## src/rtl/bec_key_sequencer_if.sv

```systemverilog
// bec_key_sequencer_if: control, key and bit-stream signals between a driver and the key sequencer
interface bec_key_sequencer_if #(
    parameter int KEY_W = 163,
    parameter int CNT_W = 8
);
    logic             load;
    logic [KEY_W-1:0] key_in;
    logic             start;
    logic             abort;
    logic             step_req;
    logic             ki;
    logic             ki_valid;
    logic             last_bit;
    logic [CNT_W-1:0] bit_idx;
    logic             busy;
    logic             done;
    logic             zero_key;
    modport master (
        output load, key_in, start, abort, step_req,
        input  ki, ki_valid, last_bit, bit_idx, busy, done, zero_key
    );
    modport slave (
        input  load, key_in, start, abort, step_req,
        output ki, ki_valid, last_bit, bit_idx, busy, done, zero_key
    );
endinterface

```

## src/rtl/bec_key_sequencer.sv

```systemverilog
// bec_key_sequencer: MSB-first scalar bit feeder for the ladder core; BEC_KEY_SKIP_LZ_EN enables leading-zero skipping
module bec_key_sequencer #(
    parameter int KEY_W = 163,
    parameter int CNT_W = 8
) (
    input  logic              clk,
    input  logic              rst,
    bec_key_sequencer_if.slave bus
);
    typedef enum logic [2:0] {IDLE, LOADED, SCAN, ISSUE, DONE} state_t;
    localparam logic [CNT_W-1:0] KEY_N = CNT_W'(KEY_W);
    state_t           state, nxt_state;
    logic [KEY_W-1:0] key_sr, nxt_key;
    logic [CNT_W-1:0] remaining, nxt_rem, rem_dec;
    logic             zero_r, nxt_zero;
    assign rem_dec = (remaining != '0) ? remaining - 1'b1 : remaining;
    assign bus.zero_key = zero_r;
    // next-state, key shift and counter decisions; abort overrides everything
    always_comb begin
        nxt_state = state;
        nxt_key   = key_sr;
        nxt_rem   = remaining;
        nxt_zero  = zero_r;
        if (bus.abort) begin
            nxt_state = IDLE;
            nxt_key   = '0;
            nxt_rem   = '0;
        end else begin
            case (state)
                IDLE, LOADED: begin
                    if (bus.load) begin
                        nxt_key   = bus.key_in;
                        nxt_rem   = KEY_N;
                        nxt_zero  = 1'b0;
                        nxt_state = LOADED;
                    end else if (state == LOADED && bus.start) begin
`ifdef BEC_KEY_SKIP_LZ_EN
                        nxt_state = SCAN;
`else
                        nxt_state = ISSUE;
`endif
                    end
                end
`ifdef BEC_KEY_SKIP_LZ_EN
                SCAN: begin
                    if (key_sr[KEY_W-1]) begin
                        nxt_state = ISSUE;
                    end else begin
                        nxt_key = {key_sr[KEY_W-2:0], 1'b0};
                        nxt_rem = rem_dec;
                        if (remaining <= 1) begin
                            nxt_zero  = 1'b1;
                            nxt_state = DONE;
                        end else if (key_sr[KEY_W-2]) begin
                            nxt_state = ISSUE;
                        end
                    end
                end
`endif
                ISSUE: begin
                    if (bus.step_req) begin
                        nxt_key = {key_sr[KEY_W-2:0], 1'b0};
                        nxt_rem = rem_dec;
                        if (remaining <= 1)
                            nxt_state = DONE;
                    end
                end
                DONE: begin
                    nxt_key   = '0;
                    nxt_state = IDLE;
                end
                default: nxt_state = IDLE;
            endcase
        end
    end
    // state registers and outputs registered from the next-state values
    always_ff @(posedge clk) begin
        if (rst) begin
            state        <= IDLE;
            key_sr       <= '0;
            remaining    <= '0;
            zero_r       <= 1'b0;
            bus.ki       <= 1'b0;
            bus.ki_valid <= 1'b0;
            bus.last_bit <= 1'b0;
            bus.bit_idx  <= '0;
            bus.busy     <= 1'b0;
            bus.done     <= 1'b0;
        end else begin
            state        <= nxt_state;
            key_sr       <= nxt_key;
            remaining    <= nxt_rem;
            zero_r       <= nxt_zero;
            bus.ki       <= (nxt_state == ISSUE) && nxt_key[KEY_W-1];
            bus.ki_valid <= nxt_state == ISSUE;
            bus.last_bit <= (nxt_state == ISSUE) && (nxt_rem == 1);
            bus.bit_idx  <= (nxt_state == ISSUE) ? nxt_rem - 1'b1 : '0;
            bus.busy     <= (nxt_state == SCAN) || (nxt_state == ISSUE);
            bus.done     <= nxt_state == DONE;
        end
    end
endmodule

```

## src/flat_wrapper.sv

```systemverilog
// flat-port wrapper written by rule: the top's interface ports become plain ports
module bec_key_sequencer_flat 
#(
    parameter int KEY_W = 163,
    parameter int CNT_W = 8
)
  (clk, rst, bus_load, bus_key_in, bus_start, bus_abort, bus_step_req, bus_ki, bus_ki_valid, bus_last_bit, bus_bit_idx, bus_busy, bus_done, bus_zero_key);
  bec_key_sequencer_if #(.KEY_W(KEY_W), .CNT_W(CNT_W)) bus_i ();
  input  logic clk;
  input  logic rst;
  input wire logic [$bits(bus_i.load)-1:0] bus_load;
  input wire logic [$bits(bus_i.key_in)-1:0] bus_key_in;
  input wire logic [$bits(bus_i.start)-1:0] bus_start;
  input wire logic [$bits(bus_i.abort)-1:0] bus_abort;
  input wire logic [$bits(bus_i.step_req)-1:0] bus_step_req;
  output wire logic [$bits(bus_i.ki)-1:0] bus_ki;
  output wire logic [$bits(bus_i.ki_valid)-1:0] bus_ki_valid;
  output wire logic [$bits(bus_i.last_bit)-1:0] bus_last_bit;
  output wire logic [$bits(bus_i.bit_idx)-1:0] bus_bit_idx;
  output wire logic [$bits(bus_i.busy)-1:0] bus_busy;
  output wire logic [$bits(bus_i.done)-1:0] bus_done;
  output wire logic [$bits(bus_i.zero_key)-1:0] bus_zero_key;
  assign bus_i.load = bus_load;
  assign bus_i.key_in = bus_key_in;
  assign bus_i.start = bus_start;
  assign bus_i.abort = bus_abort;
  assign bus_i.step_req = bus_step_req;
  assign bus_ki = bus_i.ki;
  assign bus_ki_valid = bus_i.ki_valid;
  assign bus_last_bit = bus_i.last_bit;
  assign bus_bit_idx = bus_i.bit_idx;
  assign bus_busy = bus_i.busy;
  assign bus_done = bus_i.done;
  assign bus_zero_key = bus_i.zero_key;
  bec_key_sequencer #(.KEY_W(KEY_W), .CNT_W(CNT_W)) u_core (.clk(clk), .rst(rst), .bus(bus_i));
endmodule
```

## config.mk

```make
export PLATFORM = sky130hd
export DESIGN_NAME = bec_key_sequencer_flat
export DESIGN_NICKNAME = d
export VERILOG_FILES = /design/src/rtl/bec_key_sequencer_if.sv /design/src/rtl/bec_key_sequencer.sv /design/src/flat_wrapper.sv
export SDC_FILE = /design/constraint.sdc
export NUM_CORES = 1
export LEC_CHECK = 0
export CAP_MARGIN = 15
export CORE_UTILIZATION = 44
export DETAILED_ROUTE_END_ITERATION = 8
export HOLD_SLACK_MARGIN = 0.03
export PLACE_DENSITY = 0.72
export SLEW_MARGIN = 20
export SYNTH_ARGS = -nofsm -noshare
export SYNTH_HDL_FRONTEND = slang
export SYNTH_SLANG_ARGS = --single-unit
```

## constraint.sdc

```tcl
create_clock -name clk -period 2.5 [get_ports clk]
set_input_delay 0.375 -clock clk [delete_from_list [all_inputs] [get_ports clk]]
set_output_delay 0.375 -clock clk [all_outputs]
set_load 0.05 [all_outputs]
```

==> out/results.tsv <==
stage	metric	value	unit
pwr	peakVddDrop	434	uV
pwr	power	6.68	mW
floorplan	die_w	129	um
timing	grt_setup_unrepaired	yes	
timing	finalHoldWorstSlack	0.514	ns
final_layout	final_cell_mix	186 x dfxtp_1, 181 x clkdlybuf4s50_1, 180 x nor2_1, 162 x a222oi_1, 30 x buf_4	
place	portBuffers	181	
detailed_routing	wirelength	18700	um
timing	setup_ws	-0.0362	ns
detailed_routing	vias	6609	
hold_path	hp-start	u_core.key_sr[161]	
detailed_routing	postRouteAntennaNets	0	
critical_path	cp.arrival	2.85	ns
detailed_routing	drtIter0Drc	1104	
synth	synth_area	7090	um^2
critical_path	end_kind	register	
synth	ys_ff_latch	187	
place	gp_congestion	0.830	
final_layout	layout_commonest_cell	dfxtp_1	
place	dpl.hpwl	12200	um
grt	grt.total_usage	22.1	%
timing	finalSetupTns	-0.0362	ns
final_layout	instances_no_fill	1091	
cts	cts_buffers	17	
grt	grt_max_degree	92	
final_layout	syn_to_final_growth	39.8	%
timing	hold_viol	0	
timing	clock_skew	0.00904	ns
synth	avgSynthCellArea	10.1	um^2
timing	finalMaxSlewViolations	0	
critical_path	startpoint_type	register	
synth	synth_warnings	0	
final_layout	layout-drive-gt1-share	10.5	%
synth	synth-async-reset-ratio	0	%
floorplan	core_area	15800	um^2
grt	grt_pass1_vias	6132	
floorplan	io_pins	183	
detailed_routing	post_drt_via_cell_ratio	6.06	
place	post-place-cells	1058	
timing	final.period_utilization	101	%
job	drv_cap	0	
synth	synth_cells	705	
floorplan	die_area	16600	um^2
synth	synthesis.nets	878	
cts	clk-insertion-delay-late	0.42	ns
final_layout	antennaDiodeCount	0	
hold_path	holdCritPathClass	reg -> reg	
synth	synthDistinctLibCells	56	
run_status	violations	design-rule violations, negative setup slack	
cts	cts.clk_slew.worst_paths	0.07	ns
timing	slew_headroom	44.4	%
cts	cts_tree	yes	
grt	grt_overflow	0	
timing	max_freq	394	MHz
synth	synth_enable_flop_cells	0	
detailed_routing	routedWlPerCell	17.1	um
final_layout	num-nets-final	1035	
grt	antenna_found_initial	1	
critical_path	startpoint	u_core.remaining[6]	
critical_path	cp_data_required_time	2.82	ns
cts	htree_levels	4	
critical_path	crit_type	reg -> reg	
grt	grt_pass1_wl	29200	um
detailed_routing	drt_pass1_iterations	9	
pwr	power_density	674	nW/um^2
synth	synth-seq-area-share	52.8	%
cts	cts_max_path_buffers	2	
timing	setup_violations	1	
timing	tightest_slew	0.834	ns
place	place_ws	-0.360	ns
detailed_routing	drcViolationCount	18	
cts	cts.sinks	187	
final_layout	n_fill_cell	1278	
floorplan	start_util	44.8	%
timing	finalCriticalPeriod	2.54	ns
pwr	leakagePower	3.75	nW
cts	root_buffer	clkbuf_16	
run_status	outcome	complete, but fails checks	
synth	synthFlopType	dfxtp_1	
critical_path	reg2reg_from	u_core.remaining[6]	
critical_path	worst-path-max-fanout	4	
floorplan	dieHeight	129	um
floorplan	rows	46	
==> where the power goes <==
| part | internal [mW] | switching [mW] | leakage (nW) | total, mW |
|---|---|---|---|---|
| registers | 3.07 | 0.0491 | 1.52 | 3.12 |
| logic | 0.418 | 0.293 | 1.93 | 0.711 |
| clock network | 1.71 | 1.14 | 0.302 | 2.86 |
| total | 5.20 | 1.49 | 3.75 | 6.68 |
==> repair_timing <==
item                       4_1_cts  5_1_grt
buffers inserted                 0        1
pin swaps                        2        1
cloned                           0        0
gates resized for setup          2        2
setup endpoints to repair        2        6
hold buffers                     0        0
==> final cells by class <==
class	instances	area [um^2]	area share (%)
clock inverter	13	190	1.92
clock buffer	19	443	4.47
tap	216	270	2.73
timing repair buffer	217	2160	21.8
inverter	10	37.5	0.379
multi-input combinational	429	3070	30.9
sequential	187	3740	37.8
==> synthesized netlist by cell type (all sizes together) (3+ instances only) <==
master  count  share of area (%)
a222oi    162                 23
nor3        7               0.49
buf         4               0.39
ha          4               0.71
xnor2       4               0.49
or3         3               0.26
or2         4               0.35
mux2i       3               0.42
or4         3               0.37
o31ai       3               0.51
o21ai       9               0.64
inv        10               0.53
clkbuf     74                3.9
and2        3               0.26
nor2      180                9.5
o41a        3               0.49
dfxtp     187                 53
nor3b       3               0.32
==> flip-flops by register name, summed over array words and instances, names as in the netlist <==
| name | cells |
|---|---|
| u_core.bus.busy | 1 |
| u_core.bus.bit_idx | 8 |
| u_core.bus.last_bit | 1 |
| u_core.key_sr | 163 |
| u_core.bus.ki_valid | 1 |
| u_core.bus.done | 1 |
| u_core.bus.ki | 1 |
| u_core.remaining | 8 |
| u_core.state | 3 |
==> metal layers <==
metal / GRT usage (%) / vias up / wire length [um]
li1: - / 3131 / -
met1: 27.1 / 3198 / 7780
met2: 35.8 / 251 / 9120
met3: 7.40 / 27 / 1420
met4: 8.44 / 2 / 369
met5: 0 / - / 13
==> path summary, 6_finish.rpt <==
| path | to | slack, ns | depth (start not counted) |
|---|---|---|---|
| max | u_core.bus.bit_idx[6] | -0.04 | 9 |
| min | u_core.key_sr[161] | 0.51 | 2 |
| max reg2reg | u_core.bus.bit_idx[6] | -0.04 | 9 |
| min reg2reg | u_core.key_sr[161] | 0.51 | 2 |
==> worst max-delay path: stages (launching register included) <==
cell and delay [ns]:
dfxtp_1 0.31, or4_4 0.57, o41a_1 0.41, xnor2_2 0.19, a21o_1 0.20, ha_4 0.15
o2111ai_2 0.13, nor4_2 0.28, xnor2_1 0.15, nor2_1 0.05
==> metrics by stage <==
stage | area (um^2) | utilization [%]
5_1_grt | 9910 | 62.6
3_5_place_dp | 9240 | 58.4
6_report | 9910 | 62.6
4_1_cts | 9890 | 62.5
3_3_place_gp | 9240 | 58.4
2_1_floorplan | 7120 | -
==> cells by family after synthesis <==
family,count (synthesis),synth area share (%)
AND/OR/NAND/NOR,221,13.7
other,1,0.0529
XOR/XNOR,5,0.618
buffers and inverters,89,4.98
flip-flops,187,52.8
adder cells (fa/ha/maj),4,0.706
multiplexers,5,0.741
AO/OA/AOI/OAI,193,26.4
Note: power is estimated with default switching activity, not from simulation.
